$ cat src/rtl/rr_wormhole_arb.sv
// Round-robin output-port arbiter with wormhole packet locking.
// Candidates are requests gated by downstream eligibility. A grant is
// registered and held until the packet releases it. The priority pointer
// then moves to the port just after the released one.
module rr_wormhole_arb #(
   parameter int NUM_PORTS = 5,
   parameter int IDX_W     = 3,
   parameter bit LOCK_EN   = 1'b1
) (
   input  logic                 clk,
   input  logic                 rst,
   input  logic [NUM_PORTS-1:0] req_i,
   input  logic [NUM_PORTS-1:0] elig_i,
   input  logic                 advance_i,
   input  logic                 tail_i,
   output logic [NUM_PORTS-1:0] grant_o,
   output logic [IDX_W-1:0]     grant_idx_o,
   output logic                 grant_valid_o
);

   localparam logic [0:0] IDLE = 1'b0;
   localparam logic [0:0] BUSY = 1'b1;

   localparam logic [IDX_W-1:0] NO_GRANT = '1;
   localparam logic [IDX_W-1:0] LAST_IDX = IDX_W'(NUM_PORTS - 1);

   logic [0:0]           state_q, state_d;
   logic [IDX_W-1:0]     ptr_q, ptr_d;
   logic [IDX_W-1:0]     idx_q, idx_d;
   logic [NUM_PORTS-1:0] grant_q, grant_d;

   logic [NUM_PORTS-1:0] cand;
   logic                 release_c;
   logic [IDX_W-1:0]     ptr_after;
   logic [IDX_W-1:0]     start;
   logic                 win_found;
   logic [IDX_W-1:0]     win_idx;
   logic [NUM_PORTS-1:0] win_oh;

   assign cand      = req_i & elig_i;
   assign release_c = advance_i & (LOCK_EN ? tail_i : 1'b1);
   assign ptr_after = (idx_q == LAST_IDX) ? '0 : idx_q + 1'b1;
   // A releasing packet re-arbitrates in the same cycle from the rotated pointer,
   // so back-to-back packets see no bubble.
   assign start     = (state_q == BUSY && release_c) ? ptr_after : ptr_q;

   // Circular first-set search: ports start..N-1 first, then 0..start-1.
   always_comb begin
      win_found = 1'b0;
      win_idx   = NO_GRANT;
      win_oh    = '0;
      for (int unsigned k = 0; k < NUM_PORTS; k++) begin
         if (!win_found && cand[k] && k >= 32'(start)) begin
            win_found = 1'b1;
            win_idx   = IDX_W'(k);
         end
      end
      for (int unsigned k = 0; k < NUM_PORTS; k++) begin
         if (!win_found && cand[k] && k < 32'(start)) begin
            win_found = 1'b1;
            win_idx   = IDX_W'(k);
         end
      end
      for (int unsigned k = 0; k < NUM_PORTS; k++) begin
         if (win_found && win_idx == IDX_W'(k)) begin
            win_oh[k] = 1'b1;
         end
      end
   end

   // Next-state logic: acquire from IDLE, hold or hand over in BUSY.
   always_comb begin
      state_d = state_q;
      ptr_d   = ptr_q;
      idx_d   = idx_q;
      grant_d = grant_q;
      case (state_q)
         IDLE: begin
            if (win_found) begin
               state_d = BUSY;
               idx_d   = win_idx;
               grant_d = win_oh;
            end
         end
         BUSY: begin
            if (release_c) begin
               ptr_d = ptr_after;
               if (win_found) begin
                  idx_d   = win_idx;
                  grant_d = win_oh;
               end else begin
                  state_d = IDLE;
                  idx_d   = NO_GRANT;
                  grant_d = '0;
               end
            end
         end
         default: begin
            state_d = IDLE;
            idx_d   = NO_GRANT;
            grant_d = '0;
         end
      endcase
   end

   // State registers with synchronous reset.
   always_ff @(posedge clk) begin
      if (rst) begin
         state_q <= IDLE;
         ptr_q   <= '0;
         idx_q   <= NO_GRANT;
         grant_q <= '0;
      end else begin
         state_q <= state_d;
         ptr_q   <= ptr_d;
         idx_q   <= idx_d;
         grant_q <= grant_d;
      end
   end

   assign grant_o       = grant_q;
   assign grant_idx_o   = idx_q;
   assign grant_valid_o = (state_q == BUSY);

endmodule

$ cat config.mk
export PLATFORM = sky130hd
export DESIGN_NAME = rr_wormhole_arb
export DESIGN_NICKNAME = d
export VERILOG_FILES = /design/src/rtl/rr_wormhole_arb.sv
export SDC_FILE = /design/constraint.sdc
export NUM_CORES = 1
export LEC_CHECK = 0
export CORE_AREA = 5 5 71 54
export DETAILED_ROUTE_END_ITERATION = 10
export DIE_AREA = 0 0 76 59
export PLACE_DENSITY = 0.64
export SETUP_SLACK_MARGIN = 0.4
export SLEW_MARGIN = 20
export SYNTH_ARGS = -nofsm -noshare
export SYNTH_HDL_FRONTEND = slang
export SYNTH_SLANG_ARGS = --single-unit
$ cat constraint.sdc
create_clock -name clk -period 6.4 [get_ports clk]
set_input_delay 1.92 -clock clk [delete_from_list [all_inputs] [get_ports clk]]
set_output_delay 1.92 -clock clk [all_outputs]
set_load 0.01 [all_outputs]
==> impl_results.rst <==
.. list-table::
   :header-rows: 1

   * - Metric
     - Value
   * - Maximum number of pins on one net before global-route repair
     - 13
   * - Filler Cells Inserted
     - 306
   * - Global-route total usage across every layer
     - 10.6%
   * - Setup ws final
     - 2.33 ns
   * - Endpoint, Worst Hold
     - grant_o[2]
   * - Clock tree buffer depth
     - 2
   * - Clock tree from TritonCTS
     - done
   * - Worst reg2reg path depth
     - 8
   * - Final Max Slew Viols
     - 0
   * - H-tree depth
     - 1
   * - Setup slack at placement
     - 2.14 ns
   * - CTS Hold Buffers Added
     - 0
   * - Max stage delay cell, worst path
     - sky130_fd_sc_hd__clkdlybuf4s50_1
   * - Fin. Hold Viols
     - 0
   * - Async set-or-reset flop fraction in the synthesized netlist
     - 0%
   * - Number of flops mapped to enable cells by yosys
     - 0
   * - Total overflow reported by the global router
     - 0
   * - Detailed-route wire length
     - 2.33 mm
   * - Post-synthesis instance total
     - 100
   * - Std-Cell Rows
     - 17
   * - Number of maximum-capacitance constraint violations
     - 0
   * - Netlist area before placement
     - 878 um^2
   * - Antenna diode count
     - 0
   * - Total setup buffers inserted after CTS
     - 0
   * - Placer Congestion
     - 0.872
   * - Max Fclk
     - 246 MHz
   * - Type of the most critical hold path
     - reg -> reg
   * - Reg2reg setup slack
     - 3.96 ns
   * - Later-pin clock latency in the skew report
     - 0.24 ns
   * - Post-synthesis cell type count
     - 46
   * - Clock tree root buffer cell
     - sky130_fd_sc_hd__clkbuf_8
   * - Worst hold start
     - grant_o[2]
   * - Post-synthesis cell type with the largest combined area
     - sky130_fd_sc_hd__dfxtp_1
   * - Number of synthesis warnings
     - 0
   * - Clock Sink Count
     - 12
   * - Antenna violations before repair
     - 0
   * - Required time worst endpoint
     - 6.58 ns
   * - Drt pass-1 iters
     - 4
   * - Summed area of non-filler cells in the final layout
     - 1170 um^2
   * - Total CTS buffers
     - 3
   * - Port Buffer Count
     - 22
   * - Overall via count from detail_route
     - 870
   * - Predominant post-synthesis flop cell
     - sky130_fd_sc_hd__dfxtp_1
   * - Outcome
     - finished, final reports clean
   * - Detailed-route wire length per cell
     - 14.5 um
   * - Number of design rule violations left after detail routing
     - 0
   * - Via count of the first global-routing pass
     - 818
   * - Starting utilization of the core area
     - 28.9%
   * - Core region area
     - 3040 um^2
   * - Area used by multi-input combinational logic
     - 616 um^2
   * - Die area
     - 4480 um^2
   * - Core Util, Final
     - 38.5%
   * - Most common cell in the synthesized netlist
     - sky130_fd_sc_hd__dfxtp_1
   * - CP startpoint kind
     - primary input
   * - Worst-path maximum fanout
     - 7
   * - Final setup violation count
     - 0
   * - Post-detailed-route via-to-cell ratio
     - 5.40
   * - Cell types with the highest counts after synthesis
     - sky130_fd_sc_hd__dfxtp_1 (12), sky130_fd_sc_hd__nand2_1 (11), sky130_fd_sc_hd__nor2_1 (10)
   * - Crit path cell chain
     - clkdlybuf4s50_1, and3_1, nor2_2, a311oi_4, nand4_1, a211o_1, nor2_1, a32o_1
   * - Detailed placement HPWL
     - 1.83 mm
   * - Sequential cell area
     - 240 um^2
   * - First-pass GRT wire length
     - 3.87 mm
   * - Count of cells along the worst hold path
     - 2
   * - Starting DRC count in detailed routing
     - 41
   * - Clock Skew
     - 0.00517 ns
   * - Data arrival time of the worst path
     - 4.25 ns
   * - Chip Width
     - 76 um
   * - Worst setup path category
     - in -> reg
   * - Post-layout nets
     - 141
   * - Share of the synthesized area in the top cell type
     - 27.4%
   * - Power per standard cell area
     - 205 nW/um^2
   * - Actual slew at the worst max-slew pin
     - 0.538 ns
   * - I/O pin total
     - 23
   * - Fraction of final layout cells with drive strength greater than 1
     - 14.6%
   * - Flops & latches, synth
     - 12
   * - Total Neg Setup Slack
     - 0 ns
   * - Static Leak
     - 0.425 nW
   * - Largest cells by area after synthesis
     - sky130_fd_sc_hd__dfxtp_1 (27%), sky130_fd_sc_hd__nand2_1 (4.7%), sky130_fd_sc_hd__nor2_1 (4.3%), sky130_fd_sc_hd__o41ai_4 (3.1%), sky130_fd_sc_hd__a311oi_4 (3.0%)
   * - Nets in the synthesized netlist
     - 116
   * - Syn_area_per_cell
     - 8.78 um^2
   * - Worst vdd ir
     - 0.0933 mV
   * - Proportion of synthesized chip area in sequential cells
     - 27.4%
   * - Slew Limit Headroom
     - 63.8%
   * - Area growth syn-to-layout
     - 33.5%
   * - Type of destination of the critical path
     - flip-flop
   * - Setup repair after global routing missed its margin
     - false
   * - WHS
     - 0.453 ns
   * - Number of nets with antenna violations after routing
     - 0
   * - Slowest cell delay on critical path
     - 0.56 ns
   * - Clock transition time at the flip-flop clock pins of the worst setup and hold paths
     - 0.05 ns
   * - Cell area reported after detailed placement
     - 1130 um^2
   * - Reg2Reg Launch Point
     - grant_idx_o[0]
   * - Min Tclk post-route
     - 4.07 ns
   * - Post-cts gate resize count
     - 0
   * - Share of the cycle needed by the critical path after routing
     - 63.6%
   * - R2r endpoint
     - grant_o[0]
   * - Overall die height
     - 59 um
[cell usage in the layout (no fill, tap or decap), drive strengths merged, types with 2 or more instances in the layout]
cell type      instances
nand3b                 2
clkbuf                 3
nand4                  4
or2                    3
o31ai                  3
nor3                   3
a211o                  2
inv                    2
nor2b                  3
clkdlybuf4s50         22
o21bai                 3
a21oi                  3
a21o                   3
nand2                 11
ha                     2
o21ai                  5
nand3                  5
a31oi                  2
nor2                  11
dfxtp                 12
[flip-flops by register name, indices dropped and copies added, names as in the netlist]
| signal | cells |
|---|---|
| grant_idx_o | 3 |
| grant_o | 5 |
| grant_valid_o | 1 |
| ptr_q | 3 |
[power by group]
group | internal (mW) | total [mW] | switching, mW | leakage, nW
clock network | 0.0415 | 0.0689 | 0.0274 | 0.0216
registers | 0.0806 | 0.0861 | 0.00554 | 0.0983
logic | 0.0400 | 0.0850 | 0.0451 | 0.305
total | 0.162 | 0.240 | 0.0781 | 0.425
[layer usage]
layer  track usage (%)  routed length, um  vias to the layer above
li1                  -                  -                      433
met1              14.1               1120                      413
met2              17.0               1100                       22
met3              3.65                105                        2
met4              1.52                 10                        0
met5                 0                  0                        -
[stage by stage]
step                std cells  power (mW)
floorplan                 100       0.143
global placement          158       0.171
detailed placement        158       0.172
CTS                       161       0.243
global route              161       0.254
finish                    161       0.240
[worst max path at each step]
| stage | from | end | slack [ns] | depth (start not counted) |
|---|---|---|---|---|
| floorplan | advance_i | grant_o[0] | 2.97 | 8 |
| global placement | advance_i | grant_o[4] | 2.16 | 8 |
| detailed placement | advance_i | grant_o[4] | 2.14 | 8 |
| CTS | advance_i | grant_o[4] | 2.36 | 8 |
| global route | tail_i | grant_o[0] | 2.22 | 8 |
| finish | advance_i | grant_o[0] | 2.33 | 8 |
[worst max-delay path, delay by kind of cell]
family	cells	cell delay, ns
and+or+nand+nor	4	0.82
buffers and inverters	1	0.56
AOI/OAI and AO/OA	3	0.95
[cell families (layout without fill, tap and decap cells)]
family,Yosys count,after routing,synth area share (%)
and+or+nand+nor,47,47,28.9
AOI/OAI and AO/OA,34,34,37.2
DFF,12,12,27.4
buffers and inverters,4,27,2.56
adders and majority gates,2,2,2.85
muxes,1,1,1.14
[area by class of cell]
class,count,area share [%]
Clock buffer,3,3.52
Sequential cell,12,20.5
Tap cell,38,4.06
Timing Repair Buffer,22,18.8
Inverter,2,0.640
Multi-Input combinational cell,84,52.5
Power figures use the tool's default switching activity.
